[src/rtl/tpu_pkg.sv]
// Shared types and constants for the 2x2 systolic datapath blocks.
package tpu_pkg;
  localparam int DATA_W_DEFAULT = 16;
  localparam int CAPTURE_CYCLES = 3;
  localparam int PHASE_W = 2;

  typedef enum logic [1:0] {IDLE, WAIT, CAPTURE, HOLD} deskew_state_t;
endpackage

[src/rtl/deskew_lane.sv]
// One column of the deskew: captures two successive samples of the column
// stream into top/bottom result registers, overwriting or accumulating.
module deskew_lane
  import tpu_pkg::*;
#(
  parameter int               DATA_W    = DATA_W_DEFAULT,
  parameter logic [PHASE_W-1:0] PHASE_OFS = '0
) (
  input  logic               clk,
  input  logic               rst_n,
  input  logic               cap_en,
  input  logic [PHASE_W-1:0] phase,
  input  logic               acc,
  input  logic [DATA_W-1:0]  din,
  output logic [DATA_W-1:0]  top_o,
  output logic [DATA_W-1:0]  bot_o
);
  localparam logic [PHASE_W-1:0] BOT_PHASE = PHASE_OFS + 1'b1;

  logic [DATA_W-1:0] top_q, top_d;
  logic [DATA_W-1:0] bot_q, bot_d;
  logic              top_sel, bot_sel;

  always_comb begin
    top_sel = cap_en && (phase == PHASE_OFS);
    bot_sel = cap_en && (phase == BOT_PHASE);
    top_d   = top_q;
    bot_d   = bot_q;
    // Accumulation wraps modulo 2^DATA_W by construction of the adder width.
    if (top_sel) top_d = acc ? top_q + din : din;
    if (bot_sel) bot_d = acc ? bot_q + din : din;
  end

  always_ff @(posedge clk or negedge rst_n) begin
    if (!rst_n) begin
      top_q <= '0;
      bot_q <= '0;
    end else begin
      top_q <= top_d;
      bot_q <= bot_d;
    end
  end

  assign top_o = top_q;
  assign bot_o = bot_q;
endmodule

[src/rtl/output_deskew.sv]
// Re-aligns the skewed bottom-row column streams into a held 2x2 result
// matrix offered downstream with valid/ready; optional K-tile accumulation.
module output_deskew
  import tpu_pkg::*;
#(
  parameter int DATA_W  = DATA_W_DEFAULT,
  parameter int LATENCY = 3
) (
  input  logic          clk,
  input  logic          reset,
  input  logic          start,
  input  logic          accumulate,
  input  logic [DATA_W-1:0] col_in1,
  input  logic [DATA_W-1:0] col_in2,
  input  logic          out_ready,
  output logic [DATA_W-1:0] c11,
  output logic [DATA_W-1:0] c12,
  output logic [DATA_W-1:0] c21,
  output logic [DATA_W-1:0] c22,
  output logic          out_valid,
  output logic          busy,
  output logic          overrun,
  output deskew_state_t dbg_state
);
  // Handshake: out_valid is registered and high only in HOLD; a transfer
  // happens on any edge where out_valid && out_ready, after which the state
  // returns to IDLE and out_valid drops. Results never change outside capture.
  localparam logic [3:0]         WAIT_LOAD  = 4'(LATENCY - 1);
  localparam logic [PHASE_W-1:0] LAST_PHASE = PHASE_W'(CAPTURE_CYCLES - 1);

  deskew_state_t      state_q, state_d;
  logic [3:0]         cnt_q, cnt_d;
  logic [PHASE_W-1:0] phase_q, phase_d;
  logic               acc_q, acc_d;
  logic               overrun_q, overrun_d;
  logic               valid_q, valid_d;

  always_comb begin
    state_d   = state_q;
    cnt_d     = cnt_q;
    phase_d   = phase_q;
    acc_d     = acc_q;
    overrun_d = overrun_q;
    if (start && (state_q != IDLE)) overrun_d = 1'b1;
    case (state_q)
      IDLE: begin
        if (start) begin
          acc_d   = accumulate;
          phase_d = '0;
          if (LATENCY == 1) begin
            state_d = CAPTURE;
          end else begin
            cnt_d   = WAIT_LOAD;
            state_d = WAIT;
          end
        end
      end
      WAIT: begin
        cnt_d = cnt_q - 4'd1;
        if (cnt_q == 4'd1) begin
          state_d = CAPTURE;
          phase_d = '0;
        end
      end
      CAPTURE: begin
        if (phase_q == LAST_PHASE) begin
          state_d = HOLD;
          phase_d = '0;
        end else begin
          phase_d = phase_q + 1'b1;
        end
      end
      HOLD: begin
        if (out_ready) state_d = IDLE;
      end
      default: state_d = IDLE;
    endcase
    valid_d = (state_d == HOLD);
  end

  always_ff @(posedge clk or negedge reset) begin
    if (!reset) begin
      state_q   <= IDLE;
      cnt_q     <= '0;
      phase_q   <= '0;
      acc_q     <= 1'b0;
      overrun_q <= 1'b0;
      valid_q   <= 1'b0;
    end else begin
      state_q   <= state_d;
      cnt_q     <= cnt_d;
      phase_q   <= phase_d;
      acc_q     <= acc_d;
      overrun_q <= overrun_d;
      valid_q   <= valid_d;
    end
  end

  logic cap_en;
  assign cap_en = (state_q == CAPTURE);

  // Column 1 leaves the array one cycle ahead of column 2.
  deskew_lane #(.DATA_W(DATA_W), .PHASE_OFS(PHASE_W'(0))) u_lane1 (
    .clk(clk), .rst_n(reset), .cap_en(cap_en), .phase(phase_q), .acc(acc_q),
    .din(col_in1), .top_o(c11), .bot_o(c21)
  );

  deskew_lane #(.DATA_W(DATA_W), .PHASE_OFS(PHASE_W'(1))) u_lane2 (
    .clk(clk), .rst_n(reset), .cap_en(cap_en), .phase(phase_q), .acc(acc_q),
    .din(col_in2), .top_o(c12), .bot_o(c22)
  );

  assign out_valid = valid_q;
  assign busy      = (state_q != IDLE);
  assign overrun   = overrun_q;
  assign dbg_state = state_q;
endmodule

[config.mk]
export PLATFORM = sky130hd
export DESIGN_NAME = output_deskew
export DESIGN_NICKNAME = d
export VERILOG_FILES = /design/src/rtl/tpu_pkg.sv /design/src/rtl/deskew_lane.sv /design/src/rtl/output_deskew.sv
export SDC_FILE = /design/constraint.sdc
export NUM_CORES = 1
export LEC_CHECK = 0
export ABC_AREA = 0
export BUFFER_PORTS_ARGS = -buffer_cell sky130_fd_sc_hd__buf_2
export CAP_MARGIN = 20
export CORE_MARGIN = 2
export CORE_UTILIZATION = 45
export DETAILED_ROUTE_END_ITERATION = 10
export GPL_TIMING_DRIVEN = 1
export PLACE_DENSITY_LB_ADDON = 0.25
export SKIP_LAST_GASP = 1
export SYNTH_ARGS = -nofsm -noshare
export SYNTH_HDL_FRONTEND = slang
export SYNTH_SLANG_ARGS = --single-unit
[constraint.sdc]
create_clock -name clk -period 2.8 [get_ports clk]
set_input_delay 0.56 -clock clk [delete_from_list [all_inputs] [get_ports clk]]
set_output_delay 0.56 -clock clk [all_outputs]
set_load 0.005 [all_outputs]
==> impl_metrics.env <==
export IMPL_outcome="finished clean"
export IMPL_critPathMaxFanout=4
export IMPL_slew_viol_final=0
export IMPL_synthSimpleGateAreaFrac_pct=16.2
export IMPL_cts_tree="done"
export IMPL_grt_max_degree=82
export IMPL_synth_compound_gate_area_share_pct=26.5
export IMPL_synth_top_area_share_pct=30.5
export IMPL_synth_area_per_cell_um2=8.49
export IMPL_hp_class="in -> async"
export IMPL_synthTopCellsByArea="dfrtp_1 31%, ha_1 13%, a21oi_1 7.1%"
export IMPL_cp_startpoint="u_lane1.top_o[1]$_DFFE_PN0P_"
export IMPL_pwr_share_seq_pct=24.3
export IMPL_final_min_clock_period_ps=2600
export IMPL_crit_family="compound AO/OA/AOI/OAI gates"
export IMPL_postCtsSetupBuffers=0
export IMPL_cts_made_buffers=9
export IMPL_reg2reg_slack_ps=200
export IMPL_postRouteWirelength_mm=16.1
export IMPL_num_nets_final=945
export IMPL_ys_seq_area_share_pct=30.5
export IMPL_final_hold_viol_count=0
export IMPL_drive_gt1_share_pct=20.5
export IMPL_cts_max_path_buffers=2
export IMPL_die_x_um=121
export IMPL_muxShareOfSynthArea_pct=3.93
export IMPL_crit_type="reg -> reg"
export IMPL_worstPathArrival_ps=2780
export IMPL_slowest_stage="dfrtp_1"
export IMPL_track_usage_pct=23.0
export IMPL_crit_chain="ha_1 -> a21o_1 -> a311oi_2 -> o21ai_1 -> and4_4 -> a2111oi_4 -> buf_4 -> mux2i_1 -> a32oi_1"
export IMPL_viasPerCell=5.70
export IMPL_core_area_mm2=0.0133
export IMPL_combinationalPowerShare_pct=61.2
export IMPL_antenna_found_initial=0
export IMPL_yosysTopAreaCell="dfrtp_1"
export IMPL_rows=42
export IMPL_io_pins=106
export IMPL_synth_xor_xnor_area_share_pct=6.13
export IMPL_synth_top_family_by_area="compound AO/OA/AOI/OAI gates"
export IMPL_drtIter0Drc=358
export IMPL_finalSetupViolCount=0
export IMPL_relSlewSlack_pct=39.1
export IMPL_synth_main_ff_cell="dfrtp_1"
export IMPL_antenna_cells=0
export IMPL_maxCapViolations=0
export IMPL_grt_pass1_wl_mm=27.1
export IMPL_area_growth_pct=19.3
export IMPL_dp_slack_ps=-130
export IMPL_grt_pass1_vias=5686
export IMPL_die_h_um=121
export IMPL_ys_top_cells_by_count="96 x nand2_1, 87 x a21oi_1, 75 x dfrtp_1"
export IMPL_synth_edff_count=0
export IMPL_power_density_mw_per_mm2=1120
export IMPL_overflow=0
export IMPL_worst_slew_pin_slew_ps=913
export IMPL_clock_latency_ps=350
export IMPL_clock_sinks=75
export IMPL_cp_num_buf_inv=1
export IMPL_dieArea_mm2=0.0146
export IMPL_place_hpwl_mm=12.0
export IMPL_finalSetupTns_ps=0
export IMPL_yosysMostFrequentCell="nand2_1"
export IMPL_power_total_mw=8.22
export IMPL_portBuffers=105
export IMPL_place_area_mm2=0.00702
export IMPL_cts_root_buf="clkbuf_16"
export IMPL_synth_cell_types=56
export IMPL_power_switching_mw=3.62
export IMPL_slowest_delay_ps=430
export IMPL_max_vdd_ir_drop_mv=0.376
export IMPL_synthAdderAreaFrac_pct=13.9
export IMPL_start_util_pct=46.2
export IMPL_fillers=1221
export IMPL_fin_crit_sh_pct=92.8
export IMPL_syn_instance_count=724
export IMPL_wl_per_cell_um=15.7
export IMPL_drtPass1Iterations=5
export IMPL_rsz0062_at_grt="no"
export IMPL_ant_nets=0
export IMPL_crit_path_end_kind="flop"
export IMPL_fin_area_mm2=0.00733
export IMPL_p_int_mw=4.60
export IMPL_drc=0
export IMPL_ys_async_sr_fraction_pct=100
export IMPL_htree_levels=3
export IMPL_power_leakage_nw=3.49
export IMPL_ys_warn_count=0
export IMPL_critPathRequiredTime_ps=2980
export IMPL_place_congestion=0.971
export IMPL_skew_ps=5.72
export IMPL_r2r_start="u_lane1.top_o[1]$_DFFE_PN0P_"
export IMPL_sw_frac_of_total_pct=44.0
export IMPL_fmax_ghz=0.385
export IMPL_synth_seq_cells=75
export IMPL_worstSetupStartpointType="flop"
export IMPL_clk_pin_slew_worst_paths_ps=60
export IMPL_syn_nets=827
export IMPL_setup_ws_ps=200
export IMPL_p_clk_share_pct=14.5
export IMPL_vias=5834
export IMPL_synthesis_area_mm2=0.00615
-- power by group through the flow --
stage	combinational, mW	sequential, mW	clock, mW
floorplan	3.51	1.96	0
global placement	4.80	1.99	0
detailed placement	4.96	2.01	0
CTS	5.00	2.00	1.22
global route	5.62	2.07	1.27
finish	5.03	2.00	1.19
-- routing by layer --
layer	track usage, %	share of wire, %
met1	29.6	45
met4	9.88	2.3
met2	38.1	47
met5	0	0
met3	3.57	5.7
-- timing repair --
action                     in CTS  in global routing
gates resized for setup         0                  3
hold endpoints to repair        0                  0
setup endpoints to repair       0                  1
hold buffers                    0                  0
-- through the flow --
stage	hold WS [ps]	cells	util (%)
finish	263	1023	55.1
floorplan	264	724	-
detailed placement	457	1007	52.8
CTS	307	1023	55.0
global route	345	1023	55.1
global placement	433	1007	52.8
-- layout make-up --
type | count | area (um2) | share of cell area, %
multi-input cells | 604 | 4110 | 56.1
flip-flops and latches | 75 | 1880 | 25.6
repair buffers | 137 | 768 | 10.5
clock buffers | 11 | 243 | 3.31
well taps | 176 | 220 | 3.00
inverters | 15 | 56.3 | 0.768
clock inverters | 5 | 52.6 | 0.717
-- worst paths after layout --
| path | end | cells after the start |
|---|---|---|
| hold reg to reg | overrun$_DFFE_PN0P_ | 1 |
| setup reg to reg | u_lane1.top_o[15]$_DFFE_PN0P_ | 9 |
| hold / removal | u_lane2.bot_o[0]$_DFFE_PN0P_ | 1 |
| setup / recovery | u_lane1.top_o[15]$_DFFE_PN0P_ | 9 |
| max in group asynchronous | acc_q$_DFFE_PN0P_ | 2 |
| min in group clk | out_valid$_DFF_PN0_ | 2 |
-- flip-flops by register name, summed over array words and instances, names as in the netlist --
name / count
out_valid: 1
u_lane1.top_o: 16
u_lane2.bot_o: 16
acc_q: 1
u_lane1.bot_o: 16
overrun: 1
dbg_state: 2
cnt_q: 4
phase_q: 2
u_lane2.top_o: 16
-- cells in the final DEF (no fill, tap or decap), drive strengths merged, types with 11 or more instances in the layout --
cell type	instances
nand3	20
o21ai	66
buf	137
nor2	35
inv	15
xnor2	29
mux2i	14
nor2b	16
a21o	28
nand2	96
ha	62
dfrtp	75
clkbuf	11
a21oi	87
xor2	14
-- logic make-up after synthesis --
kind of cell    count (synthesis)
mux                            23
fa+ha+maj                      66
flops                          75
buf+inv                        45
compound gates                259
xor+xnor                       43
simple gates                  213
Note: power is estimated with default switching activity, not from simulation.
